File: src/rtl/uart_pkg.sv
// rtl/uart_pkg.sv - shared types and helpers for the UART receive path
// Purpose: receive FIFO entry layout, character-timeout FSM states, and
//          helpers that decode the trigger level and the character length.
// Ports:   none (package)
package uart_pkg;

   typedef struct packed {
      logic       bi;
      logic       fe;
      logic       pe;
      logic [7:0] data;
   } rx_entry_t;

   typedef enum logic [1:0] {
      T_IDLE,
      T_COUNT,
      T_FIRED
   } to_state_t;

   // FCR[7:6] trigger encoding: 1, 4, 8 or 14 entries.
   function automatic logic [4:0] trig_count(input logic [1:0] trig_lvl);
      case (trig_lvl)
         2'b00:   return 5'd1;
         2'b01:   return 5'd4;
         2'b10:   return 5'd8;
         default: return 5'd14;
      endcase
   endfunction

   // Bits per character on the line: start + data + parity + stop.
   // 1.5 stop bits are counted as 2, so the fixed part is start + 1 stop + 5 data.
   function automatic logic [3:0] char_bits(input logic [1:0] wls, input logic pen, input logic stb);
      return 4'd7 + 4'(wls) + 4'(pen) + 4'(stb);
   endfunction

endpackage

File: src/rtl/uart_sync_fifo.sv
// rtl/uart_sync_fifo.sv - single-clock FIFO storage with level count
// Purpose: circular buffer with power-of-2 depth; the caller qualifies wr/rd
//          (no internal full/empty protection), so a simultaneous rd+wr on a
//          full FIFO is legal and leaves the level unchanged.
// Ports:   clk, rst (sync, active-high), flush (clears pointers/level),
//          wr/din (write strobe and data), rd (pop strobe),
//          dout (head entry), level (entry count, 0..DEPTH)
module uart_sync_fifo #(
   parameter int WIDTH = 11,
   parameter int DEPTH = 16
) (
   input  logic                     clk,
   input  logic                     rst,
   input  logic                     flush,
   input  logic                     wr,
   input  logic [WIDTH-1:0]         din,
   input  logic                     rd,
   output logic [WIDTH-1:0]         dout,
   output logic [$clog2(DEPTH):0]   level
);

   localparam int AW = $clog2(DEPTH);
   localparam int LW = AW + 1;

   logic [WIDTH-1:0] mem [DEPTH];
   logic [AW-1:0]    wr_ptr;
   logic [AW-1:0]    rd_ptr;

   // Storage needs no reset: the head is only observed while level != 0.
   always_ff @(posedge clk) begin
      if (wr) begin
         mem[wr_ptr] <= din;
      end
   end

   // Pointers wrap naturally because DEPTH is a power of 2.
   always_ff @(posedge clk) begin
      if (rst || flush) begin
         wr_ptr <= '0;
         rd_ptr <= '0;
         level  <= '0;
      end else begin
         if (wr) begin
            wr_ptr <= wr_ptr + AW'(1);
         end
         if (rd) begin
            rd_ptr <= rd_ptr + AW'(1);
         end
         case ({wr, rd})
            2'b10:   level <= level + LW'(1);
            2'b01:   level <= level - LW'(1);
            default: level <= level;
         endcase
      end
   end

   assign dout = mem[rd_ptr];

endmodule

File: src/rtl/uart_rx_fifo_ctrl.sv
// rtl/uart_rx_fifo_ctrl.sv - 16550 receive buffer, LSR receive bits and RX interrupts
// Purpose: buffers received characters with their PE/FE/BI flags, drives
//          LSR DR/OE/PE/FE/BI/RXFE, the trigger-level interrupt and the
//          character-timeout interrupt.
// Ports:   clk, rst (sync, active-high), baud_pulse (16x tick),
//          push/din/pe_in/fe_in/bi_in (character from deserialiser),
//          rbr_rd/lsr_rd (host read strobes), fifo_en/rx_fifo_rst/trig_lvl (FCR),
//          wls/pen/stb (LCR line format),
//          dout/dr/oe/pe/fe/bi/rxfe (RBR and LSR), rda_irq, cti_irq, level
module uart_rx_fifo_ctrl
   import uart_pkg::*;
#(
   parameter int DEPTH    = 16,
   parameter int TO_CHARS = 4
) (
   input  logic                    clk,
   input  logic                    rst,
   input  logic                    baud_pulse,
   input  logic                    push,
   input  logic [7:0]              din,
   input  logic                    pe_in,
   input  logic                    fe_in,
   input  logic                    bi_in,
   input  logic                    rbr_rd,
   input  logic                    lsr_rd,
   input  logic                    fifo_en,
   input  logic                    rx_fifo_rst,
   input  logic [1:0]              trig_lvl,
   input  logic [1:0]              wls,
   input  logic                    pen,
   input  logic                    stb,
   output logic [7:0]              dout,
   output logic                    dr,
   output logic                    oe,
   output logic                    pe,
   output logic                    fe,
   output logic                    bi,
   output logic                    rxfe,
   output logic                    rda_irq,
   output logic                    cti_irq,
   output logic [$clog2(DEPTH):0]  level
);

   localparam int LW = $clog2(DEPTH) + 1;

   rx_entry_t        head;
   rx_entry_t        wentry;
   logic [10:0]      rdata;
   logic             fifo_en_q;
   logic             flush;
   logic             empty;
   logic             full;
   logic             pop;
   logic             wr;
   logic             overrun;
   logic [LW-1:0]    cap;
   logic [LW-1:0]    err_cnt;
   logic             new_err;
   logic             head_err;
   logic             oe_q;
   logic             rda_q;
   to_state_t        state_q;
   to_state_t        state_d;
   logic [9:0]       tcnt_q;
   logic [9:0]       tcnt_d;
   logic [15:0]      to_lim;
   logic             at_lim;
   logic             activity;

   // Tracks fifo_en even through reset so leaving reset never looks like a mode change.
   always_ff @(posedge clk) begin
      fifo_en_q <= fifo_en;
   end

   assign flush    = rx_fifo_rst | (fifo_en != fifo_en_q);
   assign cap      = fifo_en ? LW'(DEPTH) : LW'(1);
   assign empty    = (level == '0);
   assign full     = (level >= cap);
   // A read frees a slot before the write lands, so a full FIFO accepts push+read.
   assign pop      = rbr_rd & ~empty & ~flush;
   assign wr       = push & ~flush & (~full | pop);
   assign overrun  = push & ~flush & full & ~pop;
   assign wentry   = '{bi: bi_in, fe: fe_in, pe: pe_in, data: din};
   assign head     = rx_entry_t'(rdata);
   assign new_err  = bi_in | fe_in | pe_in;
   assign head_err = head.bi | head.fe | head.pe;

   uart_sync_fifo #(
      .WIDTH ($bits(rx_entry_t)),
      .DEPTH (DEPTH)
   ) u_fifo (
      .clk   (clk),
      .rst   (rst),
      .flush (flush),
      .wr    (wr),
      .din   (wentry),
      .rd    (pop),
      .dout  (rdata),
      .level (level)
   );

   always_ff @(posedge clk) begin
      if (rst || flush) begin
         err_cnt <= '0;
      end else begin
         case ({wr & new_err, pop & head_err})
            2'b10:   err_cnt <= err_cnt + LW'(1);
            2'b01:   err_cnt <= err_cnt - LW'(1);
            default: err_cnt <= err_cnt;
         endcase
      end
   end

   // Overrun survives a flush; a coincident LSR read loses to a new overrun.
   always_ff @(posedge clk) begin
      if (rst) begin
         oe_q <= 1'b0;
      end else if (overrun) begin
         oe_q <= 1'b1;
      end else if (lsr_rd) begin
         oe_q <= 1'b0;
      end
   end

   always_ff @(posedge clk) begin
      if (rst) begin
         rda_q <= 1'b0;
      end else if (fifo_en) begin
         rda_q <= (int'(level) >= int'(trig_count(trig_lvl)));
      end else begin
         rda_q <= ~empty;
      end
   end

   assign to_lim   = 16'(TO_CHARS * 16) * {12'd0, char_bits(wls, pen, stb)};
   assign at_lim   = ({6'd0, tcnt_q} == (to_lim - 16'd1));
   assign activity = push | rbr_rd;

   always_ff @(posedge clk) begin
      if (rst || flush) begin
         state_q <= T_IDLE;
         tcnt_q  <= '0;
      end else begin
         state_q <= state_d;
         tcnt_q  <= tcnt_d;
      end
   end

   always_comb begin
      state_d = state_q;
      tcnt_d  = tcnt_q;
      if (!fifo_en) begin
         state_d = T_IDLE;
         tcnt_d  = '0;
      end else begin
         case (state_q)
            T_IDLE: begin
               tcnt_d = '0;
               if (!empty) begin
                  state_d = T_COUNT;
               end
            end
            T_COUNT: begin
               if (empty) begin
                  state_d = T_IDLE;
                  tcnt_d  = '0;
               end else if (activity) begin
                  tcnt_d = '0;
               end else if (baud_pulse) begin
                  if (at_lim) begin
                     state_d = T_FIRED;
                     tcnt_d  = '0;
                  end else begin
                     tcnt_d = tcnt_q + 10'd1;
                  end
               end
            end
            T_FIRED: begin
               if (empty) begin
                  state_d = T_IDLE;
                  tcnt_d  = '0;
               end else if (activity) begin
                  state_d = T_COUNT;
                  tcnt_d  = '0;
               end
            end
            default: begin
               state_d = T_IDLE;
               tcnt_d  = '0;
            end
         endcase
      end
   end

   assign dout    = empty ? 8'h00 : head.data;
   assign pe      = ~empty & head.pe;
   assign fe      = ~empty & head.fe;
   assign bi      = ~empty & head.bi;
   assign dr      = ~empty;
   assign oe      = oe_q;
   assign rxfe    = (err_cnt != '0);
   assign rda_irq = rda_q;
   assign cti_irq = (state_q == T_FIRED);

endmodule

File: config.mk
export PLATFORM = sky130hd
export DESIGN_NAME = uart_rx_fifo_ctrl
export DESIGN_NICKNAME = d
export VERILOG_FILES = /design/src/rtl/uart_pkg.sv /design/src/rtl/uart_sync_fifo.sv /design/src/rtl/uart_rx_fifo_ctrl.sv
export SDC_FILE = /design/constraint.sdc
export NUM_CORES = 1
export LEC_CHECK = 0
export CAP_MARGIN = 20
export CORE_ASPECT_RATIO = 0.6
export CORE_MARGIN = 5
export CORE_UTILIZATION = 60
export DETAILED_ROUTE_END_ITERATION = 12
export PLACE_DENSITY = 0.82
export SYNTH_ARGS = -nofsm -noshare
export SYNTH_HDL_FRONTEND = slang
export SYNTH_SLANG_ARGS = --single-unit
File: constraint.sdc
create_clock -name clk -period 6.3 [get_ports clk]
set_input_delay 0.945 -clock clk [delete_from_list [all_inputs] [get_ports clk]]
set_output_delay 0.945 -clock clk [all_outputs]
set_load 0.03 [all_outputs]
# [Yosys cells after proc, flatten, opt, wreduce, memory -nomap -nowiden]
# Memory sizes are Yosys's and may differ from the RTL's. A register that Yosys moved wholly into a read port is not among the register bits.
# Cells that the tools add are included.
[classes] n_reduce_logical=11 eq_ne=16 n_mux=29 order_cmp=2 bitwise_logic=23 add_sub_neg=11
[ops] op="$mux W10" count=6
[ops] op="$pmux W10 S2" count=1
[ops] op="$pmux W5 S2" count=2
[ops] op="$eq A10 B16 Y1" count=1
[ops] op="$mux W5" count=3
[ops] op="$mux W2" count=7
[ops] op="$pmux W4 S3" count=1
[ops] op="$and A1 B1 Y1" count=11
[ops] op="$sub A10 B1 Y11 const B" count=1
[ops] op="$add A10 B1 Y10 const B" count=1
[ops] op="$add A5 B1 Y5 const B" count=2
[ops] op="$ge A5 B5 Y1" count=2
[ops] op="$sub A5 B1 Y5 const B" count=2
[ops] op="$ne A3 B3 Y1 const B" count=3
[ops] op="$add A4 B1 Y4" count=2
[ops] op="$add A4 B1 Y4 const B" count=2
[ops] op="$eq A2 B1 Y1 const B" count=4
[ops] op="$eq A2 B2 Y1 const B" count=4
[ops] op="$mux W4" count=2
[ops] op="$mux W8" count=1
[ops] op="$or A1 B1 Y1" count=7
[ops] op="$pmux W2 S3" count=1
[ops] op="$reduce_bool A2 Y1" count=3
[ops] op="$logic_not A5 Y1" count=1
[ops] op="other kinds (13)" count=22
[totals] input_bits=25 n_memories=1 ramBits=176 regBits=33
[mem_list] memory="u_fifo.mem" words=16 width=11 read_ports=1 rd_ports_with_merged_regs=1 wr=1 line_no="uart_sync_fifo.sv:25" rtl="logic [WIDTH-1:0] mem [DEPTH];"

# [Depth between registers and ports, before layout]
# Gate-level depths: netlist of the first run.
[logic_depth] ltp_word=10 mapped_depth=16 ltp_nobuf=16

# [Modules after synthesis]
# Synthesis of the first run repeated with hierarchy kept, for this count alone.
[unflattened] hier_cells=565 area_unflattened_um2=9069.9
[by_module_without_submodules] module="uart_sync_fifo" area_each_um2=7537.2 instances=1 cells_per_inst=378
[by_module_without_submodules] module="uart_rx_fifo_ctrl" area_each_um2=1532.7 instances=1 cells_per_inst=187

# [Worst setup path after synthesis of the first run]
# No wires, ideal clock.
[synth_timing] kind="input-to-reg" startpoint="in fifo_en" endpoint="reg err_cnt[4]" setup_ps=71 cell_stages=14 arrival_ps=3446 slack_ps=2783 n_path_buf=0 path_cell_list="inv_2 ha_1 o31a_1 o21ai_1 and2_1 o31ai_1 ha_1 ha_1 nor2b_1 o21a_1 nor2_1 xnor2_1 or3_1 a21oi_1"
[synth_via] elab_chain_len=9 word_cells_on_any_way=17 cone_classes="order compare (1); eq/ne (3); mux (2); bitwise (9); reduce/logical (2)"
[synth_rtl] element="from (decl)" line_no="uart_rx_fifo_ctrl.sv:26" rtl="input logic fifo_en,"
[synth_rtl] element="branches (longest 9 deep; another with $ge A5 B5 Y1)"
[synth_rtl] element="to (signal assigned)" line_no="uart_rx_fifo_ctrl.sv:107" rtl="2'b10: err_cnt <= err_cnt + LW'(1);"
[synth_rtl] element="to (signal assigned)" line_no="uart_rx_fifo_ctrl.sv:108" rtl="2'b01: err_cnt <= err_cnt - LW'(1);"
[synth_rtl] element="to (signal assigned)" line_no="uart_rx_fifo_ctrl.sv:109" rtl="default: err_cnt <= err_cnt;"
[synth_rtl] element="to (decl)" line_no="uart_rx_fifo_ctrl.sv:57" rtl="logic [LW-1:0] err_cnt;"
# Several ways; the timed one is not identified.
# A chain may end at the register's enable or synchronous reset.

==> results.py, run 1 <==
metrics = {
    "power_and_ir_drop": {
        "switching_share_pct": 19.5,
        "peakVddDrop_v": 0.000263,
        "p_per_area_nw_per_um2": 279,
        "seqPwrFrac_pct": 52.5,
        "cellLeakagePower_nw": 3.40,
        "p_clk_share_pct": 43.6,
        "p_comb_share_pct": 4.0,
        "internal_power_mw": 2.35,
        "net-switching-power_uw": 567,
    },
    "route": {
        "post_drt_wl_per_cell_microns": 23.2,
        "wl_met1_microns": 8430,
        "wl_met2_microns": 9030,
        "viasPerCell": 6.18,
        "wl_met3_microns": 1290,
        "dr_total_vias": 5072,
        "dr.max_layer_used": "met4",
        "drt_iter0_drc": 521,
        "drc_errors": 0,
        "wirelength_microns": 19100,
        "ant_nets": 0,
        "drt-pass1-iter-count": 5,
    },
    "cts": {
        "tritoncts_num_sinks": 213,
        "clk_pin_slew_ns": 0.07,
        "root_buffer": "clkbuf_16",
        "clock_latency_ns": 0.49,
        "cts-buffers-inserted": 20,
        "ctsResizeCount": 0,
        "cts_tree": "yes",
        "holdBufCountCts": 0,
        "clockBufferDepth": 3,
        "post_cts_buffers": 0,
        "cts_max_level": 1,
    },
    "logic_synthesis": {
        "ys_top_cells_by_count": "edfxtp_1 (176), mux4_2 (53), dfxtp_1 (37)",
        "synth_area_sq_um": 9110,
        "async_flop_share_pct": 0,
        "yosys-top-cells-area": "edfxtp_1 (58%), mux4_2 (13%), dfxtp_1 (8.1%)",
        "yosysTopAreaCell": "edfxtp_1",
        "netlist.area_leader.share_pct": 58.0,
        "synth_top_flop_cell": "edfxtp_1",
        "ys_warn_count": 0,
        "synth.most_common_cell": "edfxtp_1",
        "synth_edf_count": 176,
        "synth_cells": 562,
        "synth_seq_area_share_pct": 66.1,
        "synth.distinct_cells": 55,
        "syn_area_per_cell_sq_um": 16.2,
        "synth_seq_cells": 213,
        "syn-num-nets": 613,
    },
    "placed_design": {
        "dp_cells": 786,
        "gp_congestion": 0.882,
        "port_buffers": 45,
        "hpwl_microns": 11800,
        "dp_worst_setup_slack_ns": 1.86,
    },
    "cells_and_area": {
        "instances_no_fill": 821,
        "drive_above_1_share_pct": 15.6,
        "layout.nets": 662,
        "antennaDiodeCount": 0,
        "syn_to_final_growth_pct": 14.6,
    },
    "grt": {
        "grtUsageTotal_pct": 21.5,
        "grt_max_degree": 33,
        "grt_antenna_before_repair": 0,
        "grt_pass1_vias": 5068,
        "grt_pass1_wl_microns": 29300,
        "overflow": 0,
    },
    "worst_setup_path": {
        "cp.required_ns": 5.35,
        "end_kind": "primary output",
        "cp.arrival_ns": 3.41,
        "path_max_fanout": 32,
        "path_class": "reg2out",
        "start_kind": "register",
    },
    "run": {
        "maxCapViolCount": 0,
    },
    "timing": {
        "fin_ws_ns": 1.95,
        "fin_crit_ns": 4.35,
        "drv_slew": 0,
        "rsz0062_at_grt": "no",
        "tns_ns": 0,
        "hold_viol": 0,
        "max_freq_mhz": 230,
        "max_slew_margin_pct": 34.9,
        "final-setup-viol-count": 0,
        "period_share_pct": 69.1,
        "worst_pin_slew_ns": 0.975,
        "finClkSkew_ns": 0.0109,
    },
    "floorplan": {
        "core_sq_um": 14700,
        "rows": 34,
        "die_area_sq_um": 17800,
        "die_w_microns": 169,
        "start_util_pct": 62.1,
        "die_h_microns": 105,
        "ios": 46,
    },
    "hold_path": {
        "hold_path.class": "reg2reg",
    },
    "outcome": {
        "outcome": "finished clean",
    },
}
==> final timing paths <==
kind	startpoint	endpoint	slack, ns	cells after the start
worst max register to register	register	err_cnt[4]	2.26	13
worst min-delay path	oe	oe	0.49	2
worst max-delay path	register	pe	1.95	5
worst min register to register	oe	oe	0.49	2
==> area by class of cell <==
| type | count | area [sq um] |
|---|---|---|
| multi-input combinational | 304 | 2910 |
| clock inverter | 8 | 143 |
| inverter | 24 | 90.1 |
| tap | 198 | 248 |
| sequential | 213 | 6030 |
| timing repair buffer | 48 | 485 |
| clock buffer | 26 | 544 |
| fill | 894 | 4230 |
==> stage by stage <==
| stage | instance area (sq um) | power (mW) | utilization (%) | hold WS [ns] |
|---|---|---|---|---|
| 6_report | 10400 | 2.91 | 71.2 | 0.490 |
| 5_1_grt | 10400 | 3.00 | 71.2 | 0.521 |
| 4_1_cts | 10400 | 2.92 | 71.0 | 0.494 |
| 3_5_place_dp | 9740 | 1.67 | 66.4 | 0.479 |
| 3_3_place_gp | 9740 | 1.67 | 66.4 | 0.466 |
| 2_1_floorplan | 9110 | 1.62 | - | 0.445 |
==> cells by family (layout without fill, tap and decap cells) <==
family,after synthesis,count (layout),synth area share [%]
flip-flops,213,213,66.1
AND/OR/NAND/NOR,146,146,8.63
multiplexers,57,57,13.5
buffers and inverters,45,106,1.99
adder cells (fa/ha/maj),26,26,3.82
XOR/XNOR,20,20,1.92
AO/OA/AOI/OAI,55,55,3.99
==> flip-flops by register name, indices dropped and copies added (netlist names), named ones only <==
signal,flops
fifo_en_q,1
u_fifo.level,5
state_q,2
u_fifo.mem,176
tcnt_q,10
err_cnt,5
u_fifo.wr_ptr,4
oe,1
u_fifo.rd_ptr,4
rda_irq,1
==> critical path: stages, from the launching register on <==
cell             delay, ns
dfxtp_2               0.88
buf_4                 0.37
mux4_2                0.33
mux4_2                0.53
and2_1                0.19
clkdlybuf4s50_1       0.59
==> power by group through the flow <==
stage                     Sequential, mW  Clock, mW  Combinational [mW]
after CTS                           1.53       1.28               0.115
after global placement              1.56          0               0.109
after floorplan                     1.56          0              0.0613
final                               1.53       1.27               0.115
after global routing                1.53       1.35               0.126
after detailed placement            1.56          0               0.114
==> layout by cell type (no fill, tap or decap), drive strengths merged, types with 4 or more instances in the layout <==
master and count:
nand3 22, nor2 32, clkbuf 26, clkdlybuf4s50 45, a31oi 6, a21oi 19, nand2 17, and3 8
and2 28, xor2 15, inv 24, edfxtp 176, xnor2 5, nor2b 10, nor3 8, mux4 53
ha 23, bufinv 4, o21ai 10, mux2i 4, dfxtp 37
==> routing by layer <==
metal / GRT usage (%) / up-vias
met3: 3.78 / 25
met5: 0 / -
met4: 4.02 / 0
met1: 32.7 / 2606
met2: 33.7 / 176
li1: - / 2265
Power figures use the tool's default switching activity.
==> inputs of run 2 (changes only) <==
==> constraint.sdc (replaced) <==
create_clock -name clk -period 4.3 [get_ports clk]
set_input_delay 0.645 -clock clk [delete_from_list [all_inputs] [get_ports clk]]
set_output_delay 0.645 -clock clk [all_outputs]
set_load 0.03 [all_outputs]
==> run 2 against run 1 <==
  * Register-to-register slack lost 2.0 ns
  * Global-route usage grew 1.2 points
  * Core utilization grew 0.85 points
  * Sequential cell count is the same
  * Highest routed layer unchanged
  * Critical path type is now reg2reg
  * Clock power grew 43%
  * Design area grew 1.2%
  * Cell count grew 2.6%
  * Largest power group unchanged
  * Combinational power grew 54%
==> results.py, run 2 (synthesis gave the netlist of run 1 again) <==
metrics = {
    "floorplan": {
        "rows": 34,
        "die_w_microns": 169,
        "core_sq_um": 14700,
        "start_util_pct": 62.1,
        "die_h_microns": 105,
        "ios": 46,
        "die_area_sq_um": 17800,
    },
    "cells_and_area": {
        "largest_register": "u_fifo.mem",
        "antennaDiodeCount": 0,
        "layout.nets": 681,
        "fillCellCount": 914,
        "final_common_cell": "edfxtp_1",
        "fin_util_pct": 72.0,
        "largest_reg_flops": 176,
        "drive_above_1_share_pct": 18.6,
        "layout_common_cells": "edfxtp_1 (176), mux4_2 (53), clkdlybuf4s50_1 (45), dfxtp_1 (35), nor2_1 (32)",
        "syn_to_final_growth_pct": 16.0,
        "largestRegisters": "u_fifo.mem (176), tcnt_q (10)",
        "instances_no_fill": 842,
    },
    "timing": {
        "max_freq_mhz": 246,
        "fin_ws_ns": 0.236,
        "whs_ns": 0.494,
        "hold_viol": 0,
        "worst_pin_slew_ns": 0.776,
        "final-setup-viol-count": 0,
        "finClkSkew_ns": 0.00917,
        "rsz0062_at_grt": "no",
        "period_share_pct": 94.5,
        "tns_ns": 0,
        "max_slew_margin_pct": 48.2,
        "fin_crit_ns": 4.06,
        "drv_slew": 0,
    },
    "cts": {
        "cts-buffers-inserted": 20,
        "cts_max_level": 1,
        "post_cts_buffers": 0,
        "ctsResizeCount": 0,
        "clockBufferDepth": 3,
        "root_buffer": "clkbuf_16",
        "clock_latency_ns": 0.49,
        "cts_tree": "yes",
        "clk_pin_slew_ns": 0.07,
        "tritoncts_num_sinks": 213,
        "holdBufCountCts": 0,
    },
    "worst_setup_path": {
        "slowest_delay_ns": 0.61,
        "critPathMostFrequentCell": "or3_1",
        "critPathSlowestCell": "o31ai_2",
        "cp-endpoint": "err_cnt[4]",
        "worstPathCellList": "or3_1 -> o31ai_2 -> o21ai_1 -> and2_1 -> o31ai_1 -> ha_1 -> inv_1 -> fa_1 -> nor2b_1 -> o21a_1 -> nor2_1 -> xnor2_1 -> or3_1 -> a21oi_1",
        "r2r-end": "err_cnt[4]",
        "worstSetupStartpoint": "u_fifo.level[2]",
        "path_max_fanout": 9,
        "end_kind": "register",
        "path_delay_family": "compound AO/OA/AOI/OAI gates",
        "path_class": "reg2reg",
        "worst-r2r-cell-count": 14,
        "r2r-start": "u_fifo.level[2]",
        "path_buf_inv": 1,
        "cp.depth": 14,
        "start_kind": "register",
        "cp.required_ns": 4.70,
        "cp.arrival_ns": 4.46,
        "r2r_slack_ns": 0.24,
    },
    "power_and_ir_drop": {
        "switching_share_pct": 20.3,
        "p_clk_share_pct": 42.8,
        "p_per_area_nw_per_um2": 399,
        "net-switching-power_uw": 857,
        "p_comb_share_pct": 4.2,
        "cellLeakagePower_nw": 3.50,
        "internal_power_mw": 3.37,
        "peakVddDrop_v": 0.000288,
        "seqPwrFrac_pct": 53.0,
    },
    "placed_design": {
        "port_buffers": 45,
        "gp_congestion": 0.854,
        "dp_worst_setup_slack_ns": 0.114,
        "dp_cells": 806,
        "hpwl_microns": 13400,
    },
    "grt": {
        "grtUsageTotal_pct": 22.8,
        "grt_antenna_before_repair": 0,
        "grt_max_degree": 21,
        "overflow": 0,
        "grt_pass1_wl_microns": 30900,
        "grt_pass1_vias": 5357,
    },
    "hold_path": {
        "hold_path.class": "reg2reg",
    },
    "outcome": {
        "outcome": "finished clean",
    },
    "route": {
        "viasPerCell": 6.32,
        "dr_total_vias": 5324,
        "drt-pass1-iter-count": 8,
        "wirelength_microns": 20000,
        "drt_iter0_drc": 551,
        "post_drt_wl_per_cell_microns": 23.7,
        "ant_nets": 0,
        "drc_errors": 0,
    },
    "run": {
        "maxCapViolCount": 0,
    },
}
==> run 2: worst register-to-register path: cells and delay by family, from the launching register on <==
kind                     cells  cell delay [ns]
XOR/XNOR                     1             0.12
AO/OA/AOI/OAI                5             1.32
flip-flops                   1             0.39
adder cells (fa/ha/maj)      2             0.72
AND/OR/NAND/NOR              5             1.29
buffers and inverters        1             0.12
==> run 2: worst min path at each step <==
| stage | slack [ns] | cells past startpoint | start | end |
|---|---|---|---|---|
| final | 0.49 | 1 | tcnt_q[5] | tcnt_q[5] |
| after global routing | 0.52 | 1 | tcnt_q[5] | tcnt_q[5] |
| after CTS | 0.49 | 1 | tcnt_q[5] | tcnt_q[5] |
| after detailed placement | 0.47 | 1 | tcnt_q[5] | tcnt_q[5] |
| after global placement | 0.47 | 1 | tcnt_q[5] | tcnt_q[5] |
| after floorplan | 0.45 | 1 | tcnt_q[5] | tcnt_q[5] |
==> run 2: metal layers <==
metal	routed length, microns	vias to the layer above	track usage [%]
met2	9780	257	37.1
met1	8320	2706	33.0
met4	378	0	5.05
li1	-	2319	-
met3	1510	42	3.67
met5	0	-	0
==> run 2: power groups by stage <==
stage | clock network, mW | registers, mW | logic [mW]
2_1_floorplan | 0 | 2.29 | 0.0899
3_3_place_gp | 0 | 2.28 | 0.163
3_5_place_dp | 0 | 2.28 | 0.175
4_1_cts | 1.82 | 2.24 | 0.176
5_1_grt | 1.92 | 2.24 | 0.192
6_report | 1.81 | 2.24 | 0.177
==> run 2: final cells by class <==
type | count | area (sq um) | area share (%)
well taps | 198 | 248 | 2.34
clock buffers | 29 | 616 | 5.82
inverters | 24 | 90.1 | 0.852
clock inverters | 7 | 66.3 | 0.627
repair buffers | 67 | 616 | 5.82
multi-input cells | 304 | 2910 | 27.5
flip-flops and latches | 213 | 6030 | 57.0
==> run 2: metrics by stage <==
| stage | total power [mW] | cell area, sq um |
|---|---|---|
| detailed placement | 2.46 | 9890 |
| global route | 4.35 | 10600 |
| floorplan | 2.38 | 9110 |
| global placement | 2.45 | 9890 |
| finish | 4.22 | 10600 |
| CTS | 4.24 | 10600 |
